--- config.mk ---
export PLATFORM = sky130hd
export DESIGN_NAME = ro_freq_scanner
export DESIGN_NICKNAME = d
export VERILOG_FILES = /design/src/rtl/ro_freq_scanner.sv
export SDC_FILE = /design/constraint.sdc
export NUM_CORES = 1
export LEC_CHECK = 0
export ABC_AREA = 1
export CORE_MARGIN = 5
export CORE_UTILIZATION = 50
export CTS_BUF_LIST = sky130_fd_sc_hd__clkbuf_16
export DETAILED_ROUTE_END_ITERATION = 10
export GPL_ROUTABILITY_DRIVEN = 0
export MAX_ROUTING_LAYER = met4
export PLACE_DENSITY_LB_ADDON = 0.1
export SLEW_MARGIN = 10
export SYNTH_ARGS = -nofsm -noshare
export SYNTH_HDL_FRONTEND = slang
export SYNTH_SLANG_ARGS = --single-unit
--- constraint.sdc ---
create_clock -name clk -period 3.54 [get_ports clk]
set_input_delay 0.354 -clock clk [delete_from_list [all_inputs] [get_ports clk]]
set_output_delay 0.354 -clock clk [all_outputs]
set_load 0.03 [all_outputs]
--- src/rtl/ro_freq_scanner.sv ---
// Multi-channel ring-oscillator edge counter. Counts synchronised rising edges per channel over a
// fixed window and streams a framed, checksummed snapshot of the counts as a byte stream.
module ro_freq_scanner #(
  parameter int unsigned NUM_CH      = 4,
  parameter int unsigned CNT_W       = 16,
  parameter int unsigned WIN_CYCLES  = 50000,
  parameter int unsigned SYNC_STAGES = 2
) (
  input  logic              clk,
  input  logic              rst,
  input  logic              en,
  input  logic [NUM_CH-1:0] ro_in,
  input  logic [NUM_CH-1:0] ch_mask,
  output logic [7:0]        tx_data,
  output logic              tx_valid,
  input  logic              tx_ready,
  output logic              busy
);

  localparam int unsigned NB    = CNT_W / 8;
  localparam int unsigned WIN_W = $clog2(WIN_CYCLES);

  typedef enum logic [2:0] {
    StIdle, StHdr, StSeq, StSat, StChId, StChByte, StCsum
  } state_e;

  logic clr;
  assign clr = rst | ~en;

  // Synchronisers and rising-edge detection
  logic [NUM_CH-1:0] sync_q [SYNC_STAGES];
  logic [NUM_CH-1:0] prev_q;
  logic [NUM_CH-1:0] rise;

  always_ff @(posedge clk) begin
    if (clr) begin
      for (int s = 0; s < int'(SYNC_STAGES); s++) sync_q[s] <= '0;
      prev_q <= '0;
    end else begin
      sync_q[0] <= ro_in;
      for (int s = 1; s < int'(SYNC_STAGES); s++) sync_q[s] <= sync_q[s-1];
      prev_q <= sync_q[SYNC_STAGES-1];
    end
  end

  assign rise = sync_q[SYNC_STAGES-1] & ~prev_q;

  // Saturating edge counters and window timer
  logic [CNT_W-1:0]  cnt_q   [NUM_CH];
  logic [CNT_W-1:0]  cnt_nxt [NUM_CH];
  logic [NUM_CH-1:0] sat_q, sat_nxt;
  logic [WIN_W-1:0]  win_cnt_q;
  logic              win_end;

  always_comb begin
    for (int i = 0; i < int'(NUM_CH); i++) begin
      cnt_nxt[i] = cnt_q[i];
      sat_nxt[i] = sat_q[i];
      if (rise[i]) begin
        if (&cnt_q[i]) sat_nxt[i] = 1'b1;
        else           cnt_nxt[i] = cnt_q[i] + 1'b1;
      end
    end
  end

  assign win_end = (win_cnt_q == WIN_W'(WIN_CYCLES - 1));

  always_ff @(posedge clk) begin
    if (clr || win_end) begin
      for (int i = 0; i < int'(NUM_CH); i++) cnt_q[i] <= '0;
      sat_q <= '0;
    end else begin
      for (int i = 0; i < int'(NUM_CH); i++) cnt_q[i] <= cnt_nxt[i];
      sat_q <= sat_nxt;
    end
  end

  always_ff @(posedge clk) begin
    if (clr || win_end) win_cnt_q <= '0;
    else                win_cnt_q <= win_cnt_q + 1'b1;
  end

  // Frame sequencer
  state_e                   state_q;
  logic [7:0]               tx_data_q;
  logic                     tx_valid_q, busy_q;
  logic [6:0]               seq_q;
  logic                     overrun_q, late_drop_q;
  logic [7:0]               csum_q;
  logic [3:0]               ch_q;
  logic [2:0]               byte_idx_q;
  logic [NUM_CH*CNT_W-1:0]  snap_cnt_q;
  logic [NUM_CH-1:0]        snap_sat_q, snap_mask_q;
  logic                     snap_ovr_q;

  logic       acc, last_byte, nxt_found;
  logic [3:0] srch_start, nxt_ch;
  logic [2:0] bsel;
  logic [31:0] shamt;
  logic [7:0] cnt_byte, csum_add;

  assign acc       = tx_valid_q & tx_ready;
  assign last_byte = (byte_idx_q == 3'(NB - 1));
  assign csum_add  = csum_q + tx_data_q;

  // Lowest masked channel at or above srch_start
  always_comb begin
    srch_start = (state_q == StSat) ? 4'd0 : ch_q + 4'd1;
    nxt_found  = 1'b0;
    nxt_ch     = 4'd0;
    for (int i = int'(NUM_CH) - 1; i >= 0; i--) begin
      if (snap_mask_q[i] && (4'(i) >= srch_start)) begin
        nxt_found = 1'b1;
        nxt_ch    = 4'(i);
      end
    end
  end

  always_comb begin
    bsel     = (state_q == StChId) ? 3'd0 : byte_idx_q + 3'd1;
    shamt    = 32'(ch_q) * CNT_W + 8 * (NB - 1 - 32'(bsel));
    cnt_byte = 8'(snap_cnt_q >> shamt);
  end

  always_ff @(posedge clk) begin
    if (clr) begin
      state_q     <= StIdle;
      tx_data_q   <= 8'h00;
      tx_valid_q  <= 1'b0;
      busy_q      <= 1'b0;
      seq_q       <= '0;
      overrun_q   <= 1'b0;
      late_drop_q <= 1'b0;
      csum_q      <= 8'h00;
      ch_q        <= 4'd0;
      byte_idx_q  <= 3'd0;
      snap_cnt_q  <= '0;
      snap_sat_q  <= '0;
      snap_mask_q <= '0;
      snap_ovr_q  <= 1'b0;
    end else begin
      unique case (state_q)
        StIdle: if (win_end) begin
          for (int i = 0; i < int'(NUM_CH); i++) snap_cnt_q[i*CNT_W +: CNT_W] <= cnt_nxt[i];
          snap_sat_q  <= sat_nxt;
          snap_mask_q <= ch_mask;
          snap_ovr_q  <= overrun_q;
          late_drop_q <= 1'b0;
          csum_q      <= 8'h00;
          tx_data_q   <= 8'hA5;
          tx_valid_q  <= 1'b1;
          busy_q      <= 1'b1;
          state_q     <= StHdr;
        end
        StHdr: if (acc) begin
          csum_q    <= csum_add;
          tx_data_q <= {snap_ovr_q, seq_q};
          state_q   <= StSeq;
        end
        StSeq: if (acc) begin
          csum_q    <= csum_add;
          tx_data_q <= 8'(snap_sat_q);
          // Drops after this frame's snapshot belong to the next frame
          overrun_q <= late_drop_q;
          state_q   <= StSat;
        end
        StSat, StChByte: if (acc) begin
          csum_q <= csum_add;
          if (state_q == StChByte && !last_byte) begin
            byte_idx_q <= byte_idx_q + 3'd1;
            tx_data_q  <= cnt_byte;
          end else if (nxt_found) begin
            ch_q      <= nxt_ch;
            tx_data_q <= {4'd0, nxt_ch};
            state_q   <= StChId;
          end else begin
            tx_data_q <= csum_add;
            state_q   <= StCsum;
          end
        end
        StChId: if (acc) begin
          csum_q     <= csum_add;
          byte_idx_q <= 3'd0;
          tx_data_q  <= cnt_byte;
          state_q    <= StChByte;
        end
        StCsum: if (acc) begin
          tx_valid_q <= 1'b0;
          busy_q     <= 1'b0;
          seq_q      <= seq_q + 7'd1;
          state_q    <= StIdle;
        end
        default: state_q <= StIdle;
      endcase
      if (win_end && busy_q) begin
        overrun_q   <= 1'b1;
        late_drop_q <= 1'b1;
      end
    end
  end

  assign tx_data  = tx_data_q;
  assign tx_valid = tx_valid_q;
  assign busy     = busy_q;

endmodule
# --- Yosys cells after proc, flatten, opt, wreduce, memory -nomap -nowiden ---
# Memories as Yosys holds them, arrays and structs flattened.
# Index checks and enable logic that the tools add are counted.
totals:
  in_bits: 12
  mem_count: 2
  output_inout_bits: 10
  regBits: 133
  ramBits: 72
memory_table:
  columns: ["name", "words", "width", "read_ports", "rd_clocked_by_memory_dff", "wr", "line", "rtl"]
  rows:
  - ["cnt_q", 4, 16, 4, 0, 4, "49", "logic [CNT_W-1:0] cnt_q [NUM_CH];"]
  - ["sync_q", 2, 4, 2, 0, 2, "31", "logic [NUM_CH-1:0] sync_q [SYNC_STAGES];"]
op_classes:
  shift: 1
  reduce_logical: 33
  n_addsub: 11
  n_bitwise: 12
  muxes: 70
  n_eq_ne: 17
  order_cmp: 4
ops:
  columns: ["cell", "count"]
  rows:
  - ["$mux W16", 12]
  - ["$add A16 B1 Y16 const B", 5]
  - ["$mux W8", 9]
  - ["$reduce_and A16 Y1", 4]
  - ["$shr A64 B32 Y8", 1]
  - ["$pmux W8 S5", 1]
  - ["$mux W3", 10]
  - ["$mux W1", 26]
  - ["$mux W4", 6]
  - ["$pmux W3 S6", 1]
  - ["$eq A16 B16 Y1 const B", 1]
  - ["$ne A2 B2 Y1 const B", 8]
  - ["$pmux W8 S2", 1]
  - ["$reduce_bool A2 Y1", 7]
  - ["$add A9 B7 Y10", 1]
  - ["$eq A3 B3 Y1 const B", 3]
  - ["$add A8 B8 Y8", 1]
  - ["$ge A1 B4 Y1 const A", 2]
  - ["$ge A2 B4 Y1 const A", 2]
  - ["$reduce_and A2 Y1", 4]
  - ["$reduce_and A4 Y1", 2]
  - ["$add A7 B1 Y7 const B", 1]
  - ["$or A1 B1 Y1", 7]
  - ["$reduce_and A7 Y1", 1]
  - ["other kinds (22)", 32]

# --- Depth between registers and ports, before layout ---
depth:
  ltp_word: 12
  mapped_depth: 18

# --- Worst setup path after synthesis ---
# Ideal clock, no wire load.
synth_timing:
  path_kind: "reg-to-reg"
  from: "register state_q[0]"
  to: "register tx_data_q[4] (netlist: tx_data[4])"
  synth_period_minus_slack_ns: 2.524
  setup_ns: 0.070
  required_time_ns: 3.470
  path_stages_with_launch: 15
  slack_ns: 1.016
  n_path_buf: 3
  t_arrival_ns: 2.454
  cell_sequence: "dfxtp_1 -> buf_4 -> nor2_2 -> nand2_4 -> buf_2 -> nand2_1 -> ha_1 -> fa_1 -> clkbuf_1 -> inv_1 -> nand3_1 -> nand3_1 -> nand3_1 -> nand2_1 -> a21oi_1"
synth_between:
  elab_chain_cells: 12
synth_lines:
  columns: ["element", "line", "rtl"]
  rows:
  - ["from (decl)", "84", "state_e state_q;"]
  - ["from (signal assigned)", "127", "state_q <= StIdle;"]
  - ["from (signal assigned)", "153", "state_q <= StHdr;"]
  - ["from (signal assigned)", "158", "state_q <= StSeq;"]
  - ["branches (longest 12 deep; another with $add A9 B7 Y10)", null, null]
  - ["to (signal assigned)", "171", "tx_data_q <= cnt_byte;"]
  - ["to (signal assigned)", "174", "tx_data_q <= {4'd0, nxt_ch};"]
  - ["to (signal assigned)", "177", "tx_data_q <= csum_add;"]
  - ["to (decl)", "85", "logic [7:0] tx_data_q;"]
# Several ways; the timed one is not identified. The select of a mux whose other input is x is not followed.
# A chain may end at the register's enable or synchronous reset.

# --- Worst setup path in the final report ---
layout_timing:
  from: "register state_q[0]"
  to: "register tx_data_q[6] (netlist: tx_data[6])"
layout_rtl:
  columns: ["element", "line", "rtl"]
  rows:
  - ["$eq A3 B3 Y1 *", "120", "bsel = (state_q == StChId) ? 3'd0 : byte_idx_q + 3'd1;"]
  - ["$mux W3 *", "120", null]
  - ["net bsel[1]", "98", "logic [2:0] bsel;"]
  - ["$sub A1 B3 Y4 *", "121", "shamt = 32'(ch_q) * CNT_W + 8 * (NB - 1 - 32'(bsel));"]
  - ["$add A9 B7 Y10 *", "121", null]
  - ["$shr A64 B32 Y8 *", "122", "cnt_byte = 8'(snap_cnt_q >> shamt);"]
  - ["$mux W8", "169", "if (state_q == StChByte && !last_byte) begin"]
  - ["$mux W8", "167", "StSat, StChByte: if (acc) begin"]
  - ["$pmux W8 S5 *", "142", "unique case (state_q)"]
# The timed path passes the listed nets; every way through them passes the cells marked *. The select of a mux whose other input is x is not followed.

==> metrics.md <==
| Metric | Value |
|---|---|
| Outcome | finished, final reports clean |
| Share of cells above drive strength 1 | 7.038% |
| DR WL met3 | 950 um |
| Slew at the pin closest to its max-slew limit | 0.7518 ns |
| Predominant post-synthesis flop cell | dfxtp_1 |
| Hold_ws | 0.3553 ns |
| First-pass GRT wire length | 43.15 mm |
| Required time of the critical path | 3.97 ns |
| Top cells by area, synth | dfxtp_1 (39%), nand2_1 (9.0%), inv_1 (7.9%) |
| Internal | 0.003494 W |
| Final net count | 1510 |
| Register share of total power | 50.9% |
| Critical path arrival | 3.30 ns |
| Drt first pass iters | 5 |
| Port bufs | 21 |
| Switch Pwr | 0.001010 W |
| Cell Pwr Density | 396.0 nW/um^2 |
| FMAX | 0.3492 GHz |
| Crit path max fanout | 19 |
| Synth cell count leaders | nand2_1 (251), inv_1 (218), dfxtp_1 (203) |
| Switching part of the total | 22.43% |
| Yosys top cell by area | dfxtp_1 |
| Ratio of final minimum period to clock period | 80.89% |
| Die X-Extent | 154.3 um |
| Initial DRC Count | 529 |
| Share of the core filled with cells | 55.86% |
| HPWL Detailed | 18.36 mm |
| Hold depth | 3 |
| Register area | 4064 sq um |
| Post-route ant nets | 0 |
| Most common cell in the synthesized netlist | nand2_1 |
| Starting Density | 51.14% |
| Clock buffers created by TritonCTS | 23 |
| Post-synth EDFFs | 0 |
| Maxcap violations | 0 |
| Vias in the first global route | 8640 |
| Clk pwr share | 47.4% |
| Post-CTS sizing | 0 |
| CTS root buf | clkbuf_16 |
| Gate power share | 1.8% |
| Leakage | 4.588 nW |
| Area of the multi-input gates | 5115 sq um |
| Synth Warn # | 0 |
| Dpl ws | 0.7196 ns |
| Clk sinks | 203 |
| Rows | 52 |
| Largest net degree at the start of global routing | 70 |
| Mapped Avg Cell Area | 7.051 sq um |
| RSZ-0062 raised after global routing | no |
| Core area | 20360 sq um |
| Reg2Reg Depth | 13 |
| Reg clk slew, reported paths | 0.06 ns |
| HP Class | in2reg |
| Num ports | 22 |
| Relative slew slack | 49.88% |
| Via density | 5.180 |
| Post-Syn Instances | 1477 |
| # setup viols final | 0 |
| Fin. Hold Viols | 0 |
| Fill cells | 2009 |
| Met2 Wirelength | 11.56 mm |
| Worst-skew pair later-pin latency | 0.51 ns |
| Top Metal Used | met4 |
| Initial antenna violation count | 0 |
| Antenna cells | 0 |
| # DRC | 0 |
| Mapped Area | 10410 sq um |
| Post-route setup slack | 0.6765 ns |
| CTS tree | built |
| Max Root-Sink Buffers | 3 |
| Layout area overhead | 9.228% |
| Ys async rst share | 0% |
| Final slew viol count | 0 |
| Top cell type's share of synthesized area | 39.02% |
| Net Count, Synth | 1511 |
| Setup_tns | 0 ns |
| Setup Skew | 0.01569 ns |
| Via count | 9128 |
| VDD IR-drop max | 0.0003706 V |
| # hold bufs at CTS | 0 |
| Synthesis-stage register bit count | 203 |
| Met1 WL | 12.71 mm |
| Tmin final | 2.864 ns |
| Die Y | 154.3 um |
| Yosys cell types | 50 |
| Die ar. | 23810 sq um |
| Worst Setup End Kind | flip-flop |
| Post-CTS Setup Inserts | 0 |
| Post-Route WL | 25.82 mm |
| WS Path Type | reg2reg |
| H-tree depth | 1 |
| GR Overflow Total | 0 |
| Worst setup SP type | flip-flop |
| Avg WL per Cell | 14.65 um |
| Tot GR Track Use | 22.18% |
| Sequential area share after synthesis | 39.02% |
[critical path, cell delays in order (launching register included)]
cell	delay [ns]
dfxtp_1	0.51
nor2_2	0.10
nand2_4	0.20
inv_2	0.08
nor2_1	0.14
inv_1	0.08
ha_1	0.33
fa_1	0.68
inv_1	0.20
nand3_1	0.12
nand3_1	0.09
nand3_1	0.08
nand2_1	0.06
a21oi_1	0.12
[metal layers]
metal,vias to the layer above,global-route usage [%]
met5,-,-
met4,0,6.098
met3,44,3.241
met2,139,34.94
met1,4156,30.00
li1,4789,-
[cell type report]
class / instances / share of cell area (%)
clock inverter: 18 / 0.7920
multi-input combinational: 979 / 44.97
timing repair buffer: 28 / 2.530
sequential: 203 / 35.73
clock buffer: 23 / 5.060
tap: 270 / 2.970
inverter: 241 / 7.953
[placed cells by master (no fill, tap or decap), types with 3 or more instances in the layout]
cell type,synthesis,routed
nand2_1,251,251
inv_1,218,220
dfxtp_1,203,203
nand3_1,161,161
a21oi_1,137,137
nor2_1,119,118
o21ai_0,92,92
xor2_1,23,23
clkbuf_16,0,23
inv_2,22,22
nor3_1,22,22
clkdlybuf4s50_1,0,21
o211ai_1,20,20
ha_1,20,20
nand3b_1,19,19
nand4_1,18,18
xnor2_1,13,13
nor2_4,9,10
o21a_1,10,10
clkinv_1,1,9
o21ai_1,8,8
nor2_2,7,7
nor3_2,6,6
or2_2,6,6
nand2_2,5,5
or2_0,5,5
buf_4,12,5
clkinv_2,0,4
nand3_2,3,3
o211ai_2,3,3
[cells by family after synthesis]
logic type               synth area share, %
AND/OR/NAND/NOR                        28.40
buffers and inverters                  11.93
AO/OA/AOI/OAI                          14.83
flip-flops                             39.02
XOR/XNOR                               3.028
adder cells (fa/ha/maj)                2.787
[final timing paths]
path	start	end	slack, ns
max	state_q[0]	tx_data[6]	0.68
min	ro_in[3]	sync_q[0][3]	0.36
min reg2reg	sync_q[0][3]	sync_q[0][7]	0.41
max reg2reg	state_q[0]	tx_data[6]	0.68
[sequential cells by signal, indices dropped and copies added (netlist names), 3 cells and up]
signal	count
snap_cnt_q	64
seq_q	7
csum_q	8
state_q	3
prev_q	4
snap_sat_q	4
sync_q	8
sat_q	4
win_cnt_q	16
cnt_q	64
snap_mask_q	4
tx_data	8
byte_idx_q	3
[metrics by stage]
step,instance area (sq um),total power (W),std cells
floorplan,10410,0.002390,1477
detailed placement,10710,0.002421,1721
global route,11370,0.004646,1762
finish,11370,0.004504,1762
global placement,10710,0.002422,1721
CTS,11370,0.004549,1762
[power groups by stage]
stage               Clock, W  Sequential [W]  Combinational, W
floorplan                  0         0.00234         0.0000486
global placement           0         0.00234         0.0000802
detailed placement         0         0.00234         0.0000797
CTS                  0.00218         0.00229         0.0000803
global route         0.00227         0.00229         0.0000869
finish               0.00213         0.00229         0.0000790
Power figures use the tool's default switching activity.
